### config.mk
export PLATFORM = sky130hd
export DESIGN_NAME = fetch_buffer_flat
export DESIGN_NICKNAME = d
export VERILOG_FILES = /design/src/rtl/fetch_buffer_if.sv /design/src/rtl/fetch_buffer.sv /design/src/flat_wrapper.sv
export SDC_FILE = /design/constraint.sdc
export NUM_CORES = 1
export LEC_CHECK = 0
export CORE_UTILIZATION = 45
export DETAILED_ROUTE_END_ITERATION = 8
export PLACE_DENSITY = 0.67
export SETUP_SLACK_MARGIN = 0.15
export SLEW_MARGIN = 20
export SYNTH_ARGS = -nofsm -noshare
export SYNTH_HDL_FRONTEND = slang
export SYNTH_SLANG_ARGS = --single-unit
### constraint.sdc
create_clock -name clock -period 3.33 [get_ports clock]
set_input_delay 0.999 -clock clock [delete_from_list [all_inputs] [get_ports clock]]
set_output_delay 0.999 -clock clock [all_outputs]
set_load 0.02 [all_outputs]
### src/rtl/fetch_buffer_if.sv
// Fetch-to-decode handshake bundle for the fetch buffer.
// The buffer takes the slave view; the fetch stage, instruction memory and
// decode stage together form the master view.
interface fetch_buffer_if #(
   parameter int MEM_DEPTH = 16
);
   logic                 fetch_valid;
   logic [MEM_DEPTH-1:0] fetch_pc;
   logic [31:0]          imem_rdata;
   logic                 fetch_stall;
   logic                 id_valid;
   logic [31:0]          id_instr;
   logic [MEM_DEPTH-1:0] id_pc;
   logic                 id_ready;

   modport slave (
      input  fetch_valid, fetch_pc, imem_rdata, id_ready,
      output fetch_stall, id_valid, id_instr, id_pc
   );

   modport master (
      output fetch_valid, fetch_pc, imem_rdata, id_ready,
      input  fetch_stall, id_valid, id_instr, id_pc
   );
endinterface

### src/rtl/fetch_buffer.sv
// Instruction fetch buffer: holds the PC of each accepted request for one
// cycle until memory returns the word, then queues {pc, instr} for decode.
// Back-pressure counts the in-flight request, so the queue cannot overflow.
module fetch_buffer #(
   parameter int MEM_DEPTH = 16,
   parameter int DEPTH     = 4
) (
   input  logic                   clock,
   input  logic                   reset,
   input  logic                   flush,
   output logic [$clog2(DEPTH):0] count,
   fetch_buffer_if.slave          bus
);
   localparam int PTR_W = $clog2(DEPTH);
   localparam int CNT_W = PTR_W + 1;
   localparam logic [CNT_W-1:0] FULL    = CNT_W'(DEPTH);
   localparam logic [CNT_W-1:0] CNT_ONE = CNT_W'(1);
   localparam logic [PTR_W-1:0] PTR_ONE = PTR_W'(1);

   logic [31:0]          instr_mem [DEPTH];
   logic [MEM_DEPTH-1:0] pc_mem    [DEPTH];
   logic [PTR_W-1:0]     rd_ptr;
   logic [PTR_W-1:0]     wr_ptr;
   logic                 pending_v;
   logic [MEM_DEPTH-1:0] pending_pc;
   logic                 stall;
   logic                 accept;
   logic                 push;
   logic                 pop;

   // Handshake decode; stall looks only at registered count and pending_v
   always_comb begin
      stall  = (count == FULL) || ((count == FULL - CNT_ONE) && pending_v);
      accept = bus.fetch_valid && !stall && !flush;
      push   = pending_v && !flush;
      pop    = (count != '0) && bus.id_ready && !flush;
   end

   // Control state: pointers, occupancy and the in-flight marker
   always_ff @(posedge clock or negedge reset) begin
      if (!reset) begin
         count     <= '0;
         rd_ptr    <= '0;
         wr_ptr    <= '0;
         pending_v <= 1'b0;
      end else if (flush) begin
         count     <= '0;
         rd_ptr    <= '0;
         wr_ptr    <= '0;
         pending_v <= 1'b0;
      end else begin
         pending_v <= accept;
         if (push) begin
            wr_ptr <= wr_ptr + PTR_ONE;
         end
         if (pop) begin
            rd_ptr <= rd_ptr + PTR_ONE;
         end
         if (push && !pop) begin
            count <= count + CNT_ONE;
         end else if (pop && !push) begin
            count <= count - CNT_ONE;
         end
      end
   end

   // Datapath storage: pending PC and queue entries carry no reset
   always_ff @(posedge clock) begin
      if (accept) begin
         pending_pc <= bus.fetch_pc;
      end
      if (push) begin
         instr_mem[wr_ptr] <= bus.imem_rdata;
         pc_mem[wr_ptr]    <= pending_pc;
      end
   end

   // Decode side is driven purely from the head entry in storage
   always_comb begin
      bus.fetch_stall = stall;
      bus.id_valid    = (count != '0);
      bus.id_instr    = instr_mem[rd_ptr];
      bus.id_pc       = pc_mem[rd_ptr];
   end

   overflow_check : assert property (
      @(posedge clock) disable iff (!reset) (push |-> (count != FULL))
   ) else $error("fetch_buffer write into full queue");
endmodule

### src/flat_wrapper.sv
// flat-port wrapper written by rule: the top's interface ports become plain ports
module fetch_buffer_flat 
#(
   parameter int MEM_DEPTH = 16,
   parameter int DEPTH     = 4
)
  (clock, reset, flush, count, bus_fetch_valid, bus_fetch_pc, bus_imem_rdata, bus_id_ready, bus_fetch_stall, bus_id_valid, bus_id_instr, bus_id_pc);
  fetch_buffer_if #(.MEM_DEPTH(MEM_DEPTH)) bus_i ();
  input  logic clock;
  input  logic reset;
  input  logic flush;
  output logic [$clog2(DEPTH):0] count;
  input wire logic [$bits(bus_i.fetch_valid)-1:0] bus_fetch_valid;
  input wire logic [$bits(bus_i.fetch_pc)-1:0] bus_fetch_pc;
  input wire logic [$bits(bus_i.imem_rdata)-1:0] bus_imem_rdata;
  input wire logic [$bits(bus_i.id_ready)-1:0] bus_id_ready;
  output wire logic [$bits(bus_i.fetch_stall)-1:0] bus_fetch_stall;
  output wire logic [$bits(bus_i.id_valid)-1:0] bus_id_valid;
  output wire logic [$bits(bus_i.id_instr)-1:0] bus_id_instr;
  output wire logic [$bits(bus_i.id_pc)-1:0] bus_id_pc;
  assign bus_i.fetch_valid = bus_fetch_valid;
  assign bus_i.fetch_pc = bus_fetch_pc;
  assign bus_i.imem_rdata = bus_imem_rdata;
  assign bus_i.id_ready = bus_id_ready;
  assign bus_fetch_stall = bus_i.fetch_stall;
  assign bus_id_valid = bus_i.id_valid;
  assign bus_id_instr = bus_i.id_instr;
  assign bus_id_pc = bus_i.id_pc;
  fetch_buffer #(.MEM_DEPTH(MEM_DEPTH), .DEPTH(DEPTH)) u_core (.clock(clock), .reset(reset), .flush(flush), .count(count), .bus(bus_i));
endmodule
==> results.yml <==
timing:
  slew_of_the_pin_with_the_lowest_slew_margin_ns: 0.423
  final_hold_viol_count: 0
  fin_ws_ns: 0.226
  timing.fmax_mhz: 322
  setup_total_negative_slack_ns: 0
  setup_violations: 0
  timing.final.crit_period_ns: 3.10
  maxSlewViolCount: 0
  timing.final.crit_share_pct: 93.2
  fin_skew_ns: 0.0107
  slew-limit-headroom_pct: 71.7
  fin_worst_hold_slack_ns: 0.495
  unrepaired_setup_endpoints_after_global_routing: "no"
die:
  dieArea_sq_um: 18200
  core_footprint_sq_um: 17300
  die_width_um: 135
  die_y_um: 135
  io_pins: 106
  std_cell_rows: 48
  initial_utilization_pct: 46.0
pwr:
  vdd.ir_drop.worst_uv: 548
  post-layout-total-power_mw: 7.31
  cellPowerDensity_nw_per_um2: 727
  cellLeakagePower_nw: 3.31
yosys:
  yosys.area_share.simple_pct: 1.90
  synth_fp_nets: 380
  mappedNetlistArea_sq_um: 7960
  cells_after_synth: 322
  yosysWarningCount: 0
  complex_gate_fraction_of_the_synthesized_area_pct: 0.440
  synth_xor_area_share_pct: 0.535
  netlist.area_leader.share_pct: 78.5
  yosys.cell_types.count: 33
  synth_top_family_by_area: "multiplexers"
  synth_area_leader_cell: "sky130_fd_sc_hd__edfxtp_1"
  netlist_top_cells_area: "sky130_fd_sc_hd__edfxtp_1, sky130_fd_sc_hd__mux4_2, sky130_fd_sc_hd__dfrtp_1"
  post_synth.cell_area_avg_sq_um: 24.7
  seq_area_frac_synth_pct: 81.0
  synthAdderAreaFrac_pct: 0.881
  mux_contribution_to_synthesized_area_pct: 14.0
  ys_seq_elements: 216
place:
  detailed_place_hpwl_um: 8240
  place_congestion: 0.691
  pre_cts_worst_setup_slack_ns: 0.419
  port_buffers: 105
  place_inst: 651
  place_area_sq_um: 9360
drt:
  ant_nets: 0
  drc_errors: 0
  finalWirelength_um: 14400
  vias: 3597
  first_iter_violations: 169
  wl_per_cell_um: 20.8
  total_iterations_of_the_first_detailed_routing_run: 4
  vias_per_cell: 5.18
layout:
  flow.area_growth_from_synthesis_pct: 26.4
  layout-drive-gt1-share_pct: 22.6
  filler_cell_count: 1309
  final_cells: 694
  ff_latch_area_sq_um: 6450
  finish.net_count: 510
  antenna-diode-count: 0
  multiInputGateArea_sq_um: 1420
  layout.cell_area.non_filler_sq_um: 10100
  finish.utilization_pct: 58.1
worst_setup_path:
  delay_contributed_by_the_slowest_stage_of_the_critical_path_ns: 0.55
  timing_worst_setup_path_type: "reg2out"
  arrival_ns: 2.10
  worst_r2r_path_depth: 6
  worst-path-max-fanout: 17
  critPathLaunchType: "register"
  crit_path_end_kind: "primary output"
  crit_cells: 3
  critical-path-top-delay-family: "multiplexers"
  critical_path_rt_ns: 2.33
  timing.critical_path.slowest_stage_cell: "sky130_fd_sc_hd__mux4_2"
  crit_buf_inv: 2
  cp_cell_sequence: "buf_16 -> mux4_2 -> dlygate4sd2_1"
worst_hold_path:
  hp-class: "reg2reg"
  timing.hold.worst_path_depth: 0
clocking:
  insertion_delay_of_the_later_clocked_pin_in_the_worst_skew_pair_ns: 0.51
  cts_inserted_buffers: 23
  htree_levels: 1
  clk_path_buf_depth: 3
  cts.clk_slew.worst_paths_ns: 0.06
  clockRootBuffer: "sky130_fd_sc_hd__clkbuf_16"
  cts_tree: "yes"
  tritoncts_num_sinks: 216
  hold_buffers: 0
global_route:
  globalRouteTotalUtil_pct: 16.5
  grt_overflow_total: 0
  grt_antenna_before_repair: 0
  grt_start_max_net_pins: 49
  via_count_of_the_first_global_routing_pass: 4020
  grt_pass1_wl_um: 22300
run:
  maxCapViolCount: 0
run_status:
  run_status: "finished clean"
-- state kept, by name (all words and copies together), names as in the netlist --
signal and count:
u_core.count 3, u_core.instr_mem 128, u_core.pc_mem 64, u_core.pending_pc 16
u_core.pending_v 1, u_core.rd_ptr 2, u_core.wr_ptr 2
-- final timing paths --
path,from,slack (ns),endpoint
max in group asynchronous,reset,2.20,u_core.rd_ptr[0]
worst max-delay path,u_core.rd_ptr[0],0.23,bus_id_pc[1]
min in group asynchronous,reset,0.80,u_core.wr_ptr[1]
worst max register to register,u_core.count[0],1.33,u_core.count[2]
worst min register to register,u_core.pending_pc[7],0.50,u_core.pc_mem[0][7]
worst min-delay path,u_core.pending_pc[7],0.50,u_core.pc_mem[0][7]
-- power by group --
group | switching [mW] | total [mW] | internal, mW
registers | 0.104 | 3.22 | 3.11
logic | 0.876 | 1.74 | 0.869
clock network | 1.00 | 2.35 | 1.35
-- cells in the final DEF (no fill, tap or decap), drive strengths merged --
master         count
and2               5
buf               13
bufinv             1
clkbuf            25
clkdlybuf4s50     56
clkinv            13
clkinvlp           1
dfrtp              8
dlygate4sd2       48
dlymetal6s2s       1
edfxtp           208
fa                 1
ha                 4
inv                6
mux2               2
mux2i              1
mux4              48
nand2b             1
nand3              2
nand4              1
nand4b             1
nor2               9
nor2b              2
nor3b              1
o21ai              1
o311ai             1
o31ai              1
or3                1
or3b               1
or4                1
or4b               1
xnor2              1
xor2               3
-- cell usage after synthesis (all sizes together) --
cell type and n:
or3 1, mux2 2, or4 1, o21ai 1
o311ai 1, inv 4, dfrtp 8, xnor2 1
o31ai 1, and2 5, buf 10, edfxtp 208
or4b 1, clkbuf 3, nand4b 1, nand3 2
nor2 9, fa 1, xor2 3, nor3b 1
mux4 48, nand4 1, nand2b 1, mux2i 1
nor2b 2, ha 4, or3b 1
-- area by class of cell --
cell class / instances / area share, %
clock inverter: 17 / 1.17
tap: 225 / 2.80
multi-input combinational: 89 / 14.2
timing repair buffer: 118 / 11.8
inverter: 4 / 0.149
clock buffer: 25 / 5.80
sequential: 216 / 64.2
-- logic make-up (layout without fill, tap and decap cells) --
logic type,after synthesis,count (layout)
buf+inv,17,164
mux,51,51
fa+ha+maj,5,5
flops,216,216
xor+xnor,4,4
compound gates,3,3
simple gates,26,26
-- per-layer routing --
metal	share of wire, %	track usage (%)	vias to the layer above
li1	-	-	1620
met1	41	20.8	1862
met2	52	28.4	89
met3	5.2	3.42	26
met4	2.1	5.74	0
met5	0	0	-
-- what timing repair did --
action | CTS | global route
cloned | 1 | 0
endpoints found under the setup margin | 49 | 17
gates resized for setup | 52 | 2
setup buffers | 0 | 0
Note: power is estimated with default switching activity, not from simulation.
==> RTL edit 1: new RTL, same settings <==
Reset style: synchronous (`reset`), changed in one clocked block.
--- a/src/rtl/fetch_buffer.sv
+++ b/src/rtl/fetch_buffer.sv
@@ -37,7 +37,7 @@
    end
 
    // Control state: pointers, occupancy and the in-flight marker
-   always_ff @(posedge clock or negedge reset) begin
+   always_ff @(posedge clock) begin
       if (!reset) begin
          count     <= '0;
          rd_ptr    <= '0;
Behaviour: differs if reset is asserted again (counterexample within 4 cycles, from zero or initial values and one cycle with reset low); with reset held inactive, the same outputs for 4 cycles.
==> RTL edit 1 against the unedited design <==
Global-route usage decreased by 1.3 points; routed wire length decreased by 6.9%; count of clock-buffer cells in the layout increased by 3; design area increased by 1.0%; critical path type unchanged; critical path depth unchanged; synthesized area decreased by 0.69%; sequential cell count increased by 2; worst setup slack improved by 0.041 ns.
Power is not compared: it rests on default switching activity, and its combinational part moved more than twofold at a synthesized area within 25%.
==> RTL edit 1: results (changes against the unedited design) <==
* Synth Net Count at 378 (-0.53%)
* Hold/Removal Path Class: flip-flop to flip-flop
* Power in combinational cells at 0.177 mW
* EDFF count, synth at 208 (unchanged)
* Number of levels the H-tree was split into at 1 (unchanged)
* Global-route wire length before repair at 20.81 mm (-6.5%)
* Fin Clk Skew at 0.01027 ns (-0.0004301 ns)
* Worst Setup EP: bus_id_pc[1]
* Clock root buffer: sky130_fd_sc_hd__clkbuf_16
* Most instantiated cells after synthesis: 208 x sky130_fd_sc_hd__edfxtp_1, 48 x sky130_fd_sc_hd__mux4_2, 10 x sky130_fd_sc_hd__dfxtp_1, 7 x sky130_fd_sc_hd__nor2_1, 5 x sky130_fd_sc_hd__ha_1
* Routed len/inst at 19.52 microns (-6.2%)
* Cell types occupying the most area after synthesis: sky130_fd_sc_hd__edfxtp_1 79%, sky130_fd_sc_hd__mux4_2 14%, sky130_fd_sc_hd__dfxtp_1 2.5%
* Largest registers ranked by flip-flop count: u_core.instr_mem (128), u_core.pc_mem (64), u_core.pending_pc (16)
* Clock slew seen by the registers of the worst setup and hold paths at 0.06 ns (about the same)
* Fraction of final layout cells with drive strength greater than 1 at 0.2155 (-0.01050)
* Router iterations before antenna repair at 4 (unchanged)
* Reported clock group power at 2.68 mW
* Placement Cell Area at 9344 sq um (-0.19%)
* Clock insertion delay at the later pin of the skew report at 0.49 ns (-0.02 ns)
* Slew @ Worst Pin at 0.4341 ns (+0.01106 ns)
* R2r startpoint: u_core.count[0]
* Number of antenna violations at the first check in global routing at 1 (+1)
* Number of DRC markers after the initial detailed-route iteration at 228 (+35%)
* Max Fanout on Critical Path at 21 (+4)
* N_diodes at 0 (unchanged)
* Flop-to-flop setup slack at 1.10 ns (-0.23 ns)
* Clock buffer depth at 3 (unchanged)
* Arrival @ worst endpoint at 2.06 ns (-0.04 ns)
* Total global routing track utilization at 0.1524 (-0.01267)
* Number of distinct library cells after synthesis at 26 (-21%)
* TritonCTS Buffers at 22 (-4.3%)
* Number of post-CTS setup repair buffers at 0 (unchanged)
* Largest net degree at the start of global routing at 49 (unchanged)
* Sum of net half-perimeters after detailed placement at 7.550 mm (-8.4%)
* Result of the run: finished clean
* Worst Reg2Reg Path Length in Cells at 8 (+2)
* Drt via density at 5.239 (+1.1%)
* Reg2reg end: u_core.count[2]
* Internal power component at 4.848 mW
* Port bufs at 105 (unchanged)
* Leakage Power at 3.359 nW
* Share of async-settable or async-resettable flops after synthesis at 0 (-0.03704)
* Hold_ws at 0.4984 ns (+0.003188 ns)
* Category of the most critical setup path: flip-flop to output port
* Worst vdd ir at 347.2 uV
* Number of global-route vias before repair at 3930 (-2.2%)
* Sequential-to-total area share from yosys stat at 0.8160 (+0.005647)
* Global placer's final weighted congestion at 0.7097 (+2.8%)
* NumNets Final at 507 (-0.59%)
* Synth warn at 0 (unchanged)
[RTL edit 1: cell types whose count changed after synthesis, moves of 2 or more]
cell,before,now
sky130_fd_sc_hd__nand2_1,0,2
sky130_fd_sc_hd__dfxtp_1,0,10
sky130_fd_sc_hd__xor2_1,2,4
sky130_fd_sc_hd__or3_1,0,2
sky130_fd_sc_hd__buf_1,3,0
sky130_fd_sc_hd__buf_6,0,3
sky130_fd_sc_hd__dfrtp_1,8,0
sky130_fd_sc_hd__nor2_1,9,7
sky130_fd_sc_hd__mux2_1,2,0
sky130_fd_sc_hd__buf_4,5,2
[RTL edit 1: through the flow]
step | utilization | std cells | power, mW | setup slack (ns)
after floorplan | - | 319 | 3.156 | 0.5407
after global placement | 0.5421 | 648 | 3.273 | 0.2945
after detailed placement | 0.5421 | 648 | 3.280 | 0.1859
after CTS | 0.5865 | 688 | 5.955 | 0.05832
after global routing | 0.5892 | 689 | 6.074 | 0.1966
final | 0.5892 | 689 | 5.890 | 0.2676
[RTL edit 1: what timing repair did]
item,CTS,global route
resized for setup,40,9
setup endpoints to repair,48,9
cloned,0,1
hold buffers,0,0
[RTL edit 1: cell type report]
class                           count  area, sq um
Fill cell                        1246         7081
Tap cell                          225        281.5
Clock buffer                       28        594.3
Multi-Input combinational cell     87         1378
Timing Repair Buffer              115         1225
Clock inverter                     12        211.5
Sequential cell                   218         6451
Inverter                            4        15.01
[RTL edit 1: logic make-up (layout without fill, tap and decap cells)]
kind of cell | count (synthesis) | after routing | synth area share
adder cells (fa/ha/maj) | 6 | 6 | 0.01045
buffers and inverters | 14 | 159 | 0.01093
AO/OA/AOI/OAI | 5 | 5 | 0.003959
AND/OR/NAND/NOR | 21 | 21 | 0.01378
XOR/XNOR | 5 | 5 | 0.005543
multiplexers | 50 | 50 | 0.1394
flip-flops | 218 | 218 | 0.8160
[RTL edit 1: worst min-delay path by stage]
stage	start	endpoint	cells past startpoint
global placement	u_core.pending_pc[4]	u_core.pc_mem[1][4]	0
global route	u_core.pending_pc[11]	u_core.pc_mem[1][11]	0
floorplan	u_core.pending_pc[0]	u_core.pc_mem[0][0]	0
CTS	u_core.pending_pc[4]	u_core.pc_mem[3][4]	0
detailed placement	u_core.pending_pc[4]	u_core.pc_mem[1][4]	0
finish	u_core.pending_pc[15]	u_core.pc_mem[3][15]	0
[RTL edit 1: critical path: stages, from the launching register on]
cell and delay, ns:
sky130_fd_sc_hd__dfxtp_4 0.43, sky130_fd_sc_hd__buf_12 0.23, sky130_fd_sc_hd__mux4_2 0.57, sky130_fd_sc_hd__dlygate4sd2_1 0.35
[RTL edit 1: routing by layer]
metal,global-route usage,share of wire,vias up
met1,0.2031,0.43,1883
met4,0.03246,0.0096,2
met5,0,0.00097,-
met2,0.2562,0.49,103
met3,0.03791,0.065,20
li1,-,-,1602
==> RTL edit 2: new RTL, same flow settings <==
Without the edit above. `MEM_DEPTH` is set to 16 in 3 places; all go to 32.
--- a/src/rtl/fetch_buffer_if.sv
+++ b/src/rtl/fetch_buffer_if.sv
@@ -2,7 +2,7 @@
 // The buffer takes the slave view; the fetch stage, instruction memory and
 // decode stage together form the master view.
 interface fetch_buffer_if #(
-   parameter int MEM_DEPTH = 16
+   parameter int MEM_DEPTH = 32
 );
    logic                 fetch_valid;
    logic [MEM_DEPTH-1:0] fetch_pc;
--- a/src/rtl/fetch_buffer.sv
+++ b/src/rtl/fetch_buffer.sv
@@ -2,7 +2,7 @@
 // cycle until memory returns the word, then queues {pc, instr} for decode.
 // Back-pressure counts the in-flight request, so the queue cannot overflow.
 module fetch_buffer #(
-   parameter int MEM_DEPTH = 16,
+   parameter int MEM_DEPTH = 32,
    parameter int DEPTH     = 4
 ) (
    input  logic                   clock,
--- a/src/flat_wrapper.sv
+++ b/src/flat_wrapper.sv
@@ -1,7 +1,7 @@
 // flat-port wrapper written by rule: the top's interface ports become plain ports
 module fetch_buffer_flat 
 #(
-   parameter int MEM_DEPTH = 16,
+   parameter int MEM_DEPTH = 32,
    parameter int DEPTH     = 4
 )
   (clock, reset, flush, count, bus_fetch_valid, bus_fetch_pc, bus_imem_rdata, bus_id_ready, bus_fetch_stall, bus_id_valid, bus_id_instr, bus_id_pc);
Ports: changed (resized bus_fetch_pc and bus_id_pc); port bits go from 106 to 138. The function was not compared with the original's and may differ.
==> RTL edit 2 against the unedited design <==
Design area is 38% higher; power up 41%; non-clock buffer count grew 51; worst setup slack worse by 0.10 ns; synthesized area grew 35%; routed wire length up 34%; utilization up 0.83 points; sequential cell count grew 80.
==> RTL edit 2: results (changes against the unedited design) <==
* Synth Net Count at 495 (+30%)
* Global-route wire length before repair at 29.46 mm (+32%)
* Pre-CTS setup slack at 0.4145 ns (-0.004509 ns)
* EDFF count, synth at 288 (+38%)
* Cell Count Post-Placement at 878 (+35%)
* Mean post-synth cell area at 25.56 sq um (+3.5%)
* Worst vdd ir at 516.2 uV (-5.8%)
* Port bufs at 137 (+30%)
* Global placer's final weighted congestion at 0.7236 (+4.8%)
* Placement Cell Area at 12680 sq um (+35%)
* Clock insertion delay at the later pin of the skew report at 0.54 ns (+0.03 ns)
* Number of global-route vias before repair at 5179 (+29%)
* TritonCTS Buffers at 30 (+30%)
* Fin Clk Skew at 0.01023 ns (-0.0004663 ns)
* Via count of the routed design at 4846 (+35%)
* Switching part of the total power at 0.2569 (-0.01427)
* Sequential-to-total area share from yosys stat at 0.8223 (+0.01201)
* Largest registers ranked by flip-flop count: u_core.instr_mem (128), u_core.pc_mem (128), u_core.pending_pc (32)
* NumNets Final at 680 (+33%)
* Max_slew headroom at 0.7171 (about the same)
* Result of the run: finished clean
* Crit path max-delay family: buffers and inverters
* Arrival @ worst endpoint at 2.21 ns (+0.11 ns)
* Routed len/inst at 20.42 microns (-1.9%)
* Cell types occupying the most area after synthesis: sky130_fd_sc_hd__edfxtp_1 80%, sky130_fd_sc_hd__mux4_2 13%, sky130_fd_sc_hd__dfrtp_1 1.9%
* Sum of net half-perimeters after detailed placement at 11.19 mm (+36%)
* Minimum clock period at 3.206 ns (+0.1022 ns)
-- RTL edit 2: cell count changes in the layout (fill, tap and decap cells not counted), moves of 4 or more --
cell | before | now
sky130_fd_sc_hd__buf_16 | 2 | 6
sky130_fd_sc_hd__clkdlybuf4s15_2 | 0 | 23
sky130_fd_sc_hd__edfxtp_1 | 208 | 288
sky130_fd_sc_hd__bufinv_16 | 1 | 5
sky130_fd_sc_hd__and2_2 | 5 | 1
sky130_fd_sc_hd__mux4_2 | 48 | 64
sky130_fd_sc_hd__dlygate4sd2_1 | 48 | 26
sky130_fd_sc_hd__buf_2 | 0 | 14
sky130_fd_sc_hd__clkbuf_16 | 23 | 30
sky130_fd_sc_hd__and2_4 | 0 | 4
sky130_fd_sc_hd__buf_4 | 7 | 19
sky130_fd_sc_hd__clkdlybuf4s50_1 | 56 | 72
-- RTL edit 2: worst min-delay path by stage --
stage	start	to	slack (ns)
CTS	u_core.pending_pc[16]	u_core.pc_mem[1][16]	0.49
global placement	u_core.pending_pc[30]	u_core.pc_mem[0][30]	0.46
detailed placement	u_core.pending_pc[16]	u_core.pc_mem[3][16]	0.48
global route	u_core.pending_pc[21]	u_core.pc_mem[2][21]	0.51
finish	u_core.pending_pc[25]	u_core.pc_mem[2][25]	0.50
floorplan	u_core.pending_pc[0]	u_core.pc_mem[0][0]	0.46
-- RTL edit 2: cell type report --
cell class | instances | area, sq um
multi-input combinational | 105 | 1794
clock inverter | 20 | 237.7
inverter | 4 | 15.01
clock buffer | 36 | 793.3
timing repair buffer | 169 | 1740
sequential | 296 | 8857
tap | 319 | 399.1
fill | 1728 | 9635
-- RTL edit 2: what timing repair did --
action | in CTS | in global routing
gates cloned | 3 | 0
buffers inserted | 11 | 1
pin swaps | 0 | 0
endpoints found under the hold margin | 0 | 0
setup endpoints to repair | 65 | 33
gates resized for setup | 152 | 10
-- RTL edit 2: power by group through the flow --
stage          Sequential (mW)  Clock, mW  Combinational (mW)
3_3_place_gp              4.47          0                2.42
4_1_cts                   4.41       3.48                2.56
3_5_place_dp              4.49          0                2.43
5_1_grt                   4.43       3.61                2.65
2_1_floorplan             4.45          0                1.48
6_report                  4.41       3.40                2.49
-- RTL edit 2: cell families (layout without fill, tap and decap cells) --
kind of cell,Yosys count,after routing,synth area share
AOI/OAI and AO/OA,3,3,0.003255
xor gates and xnor gates,4,4,0.003954
adders and majority gates,5,5,0.006512
buffers and inverters,20,229,0.01291
DFF,296,296,0.8223
muxes,67,67,0.1370
and+or+nand+nor,26,26,0.01407
-- RTL edit 2: routing by layer --
layer / part of all wire / global-route usage
met5: 0 / 0
met3: 0.050 / 0.02575
met4: 0.017 / 0.04528
met1: 0.41 / 0.2128
met2: 0.53 / 0.2912
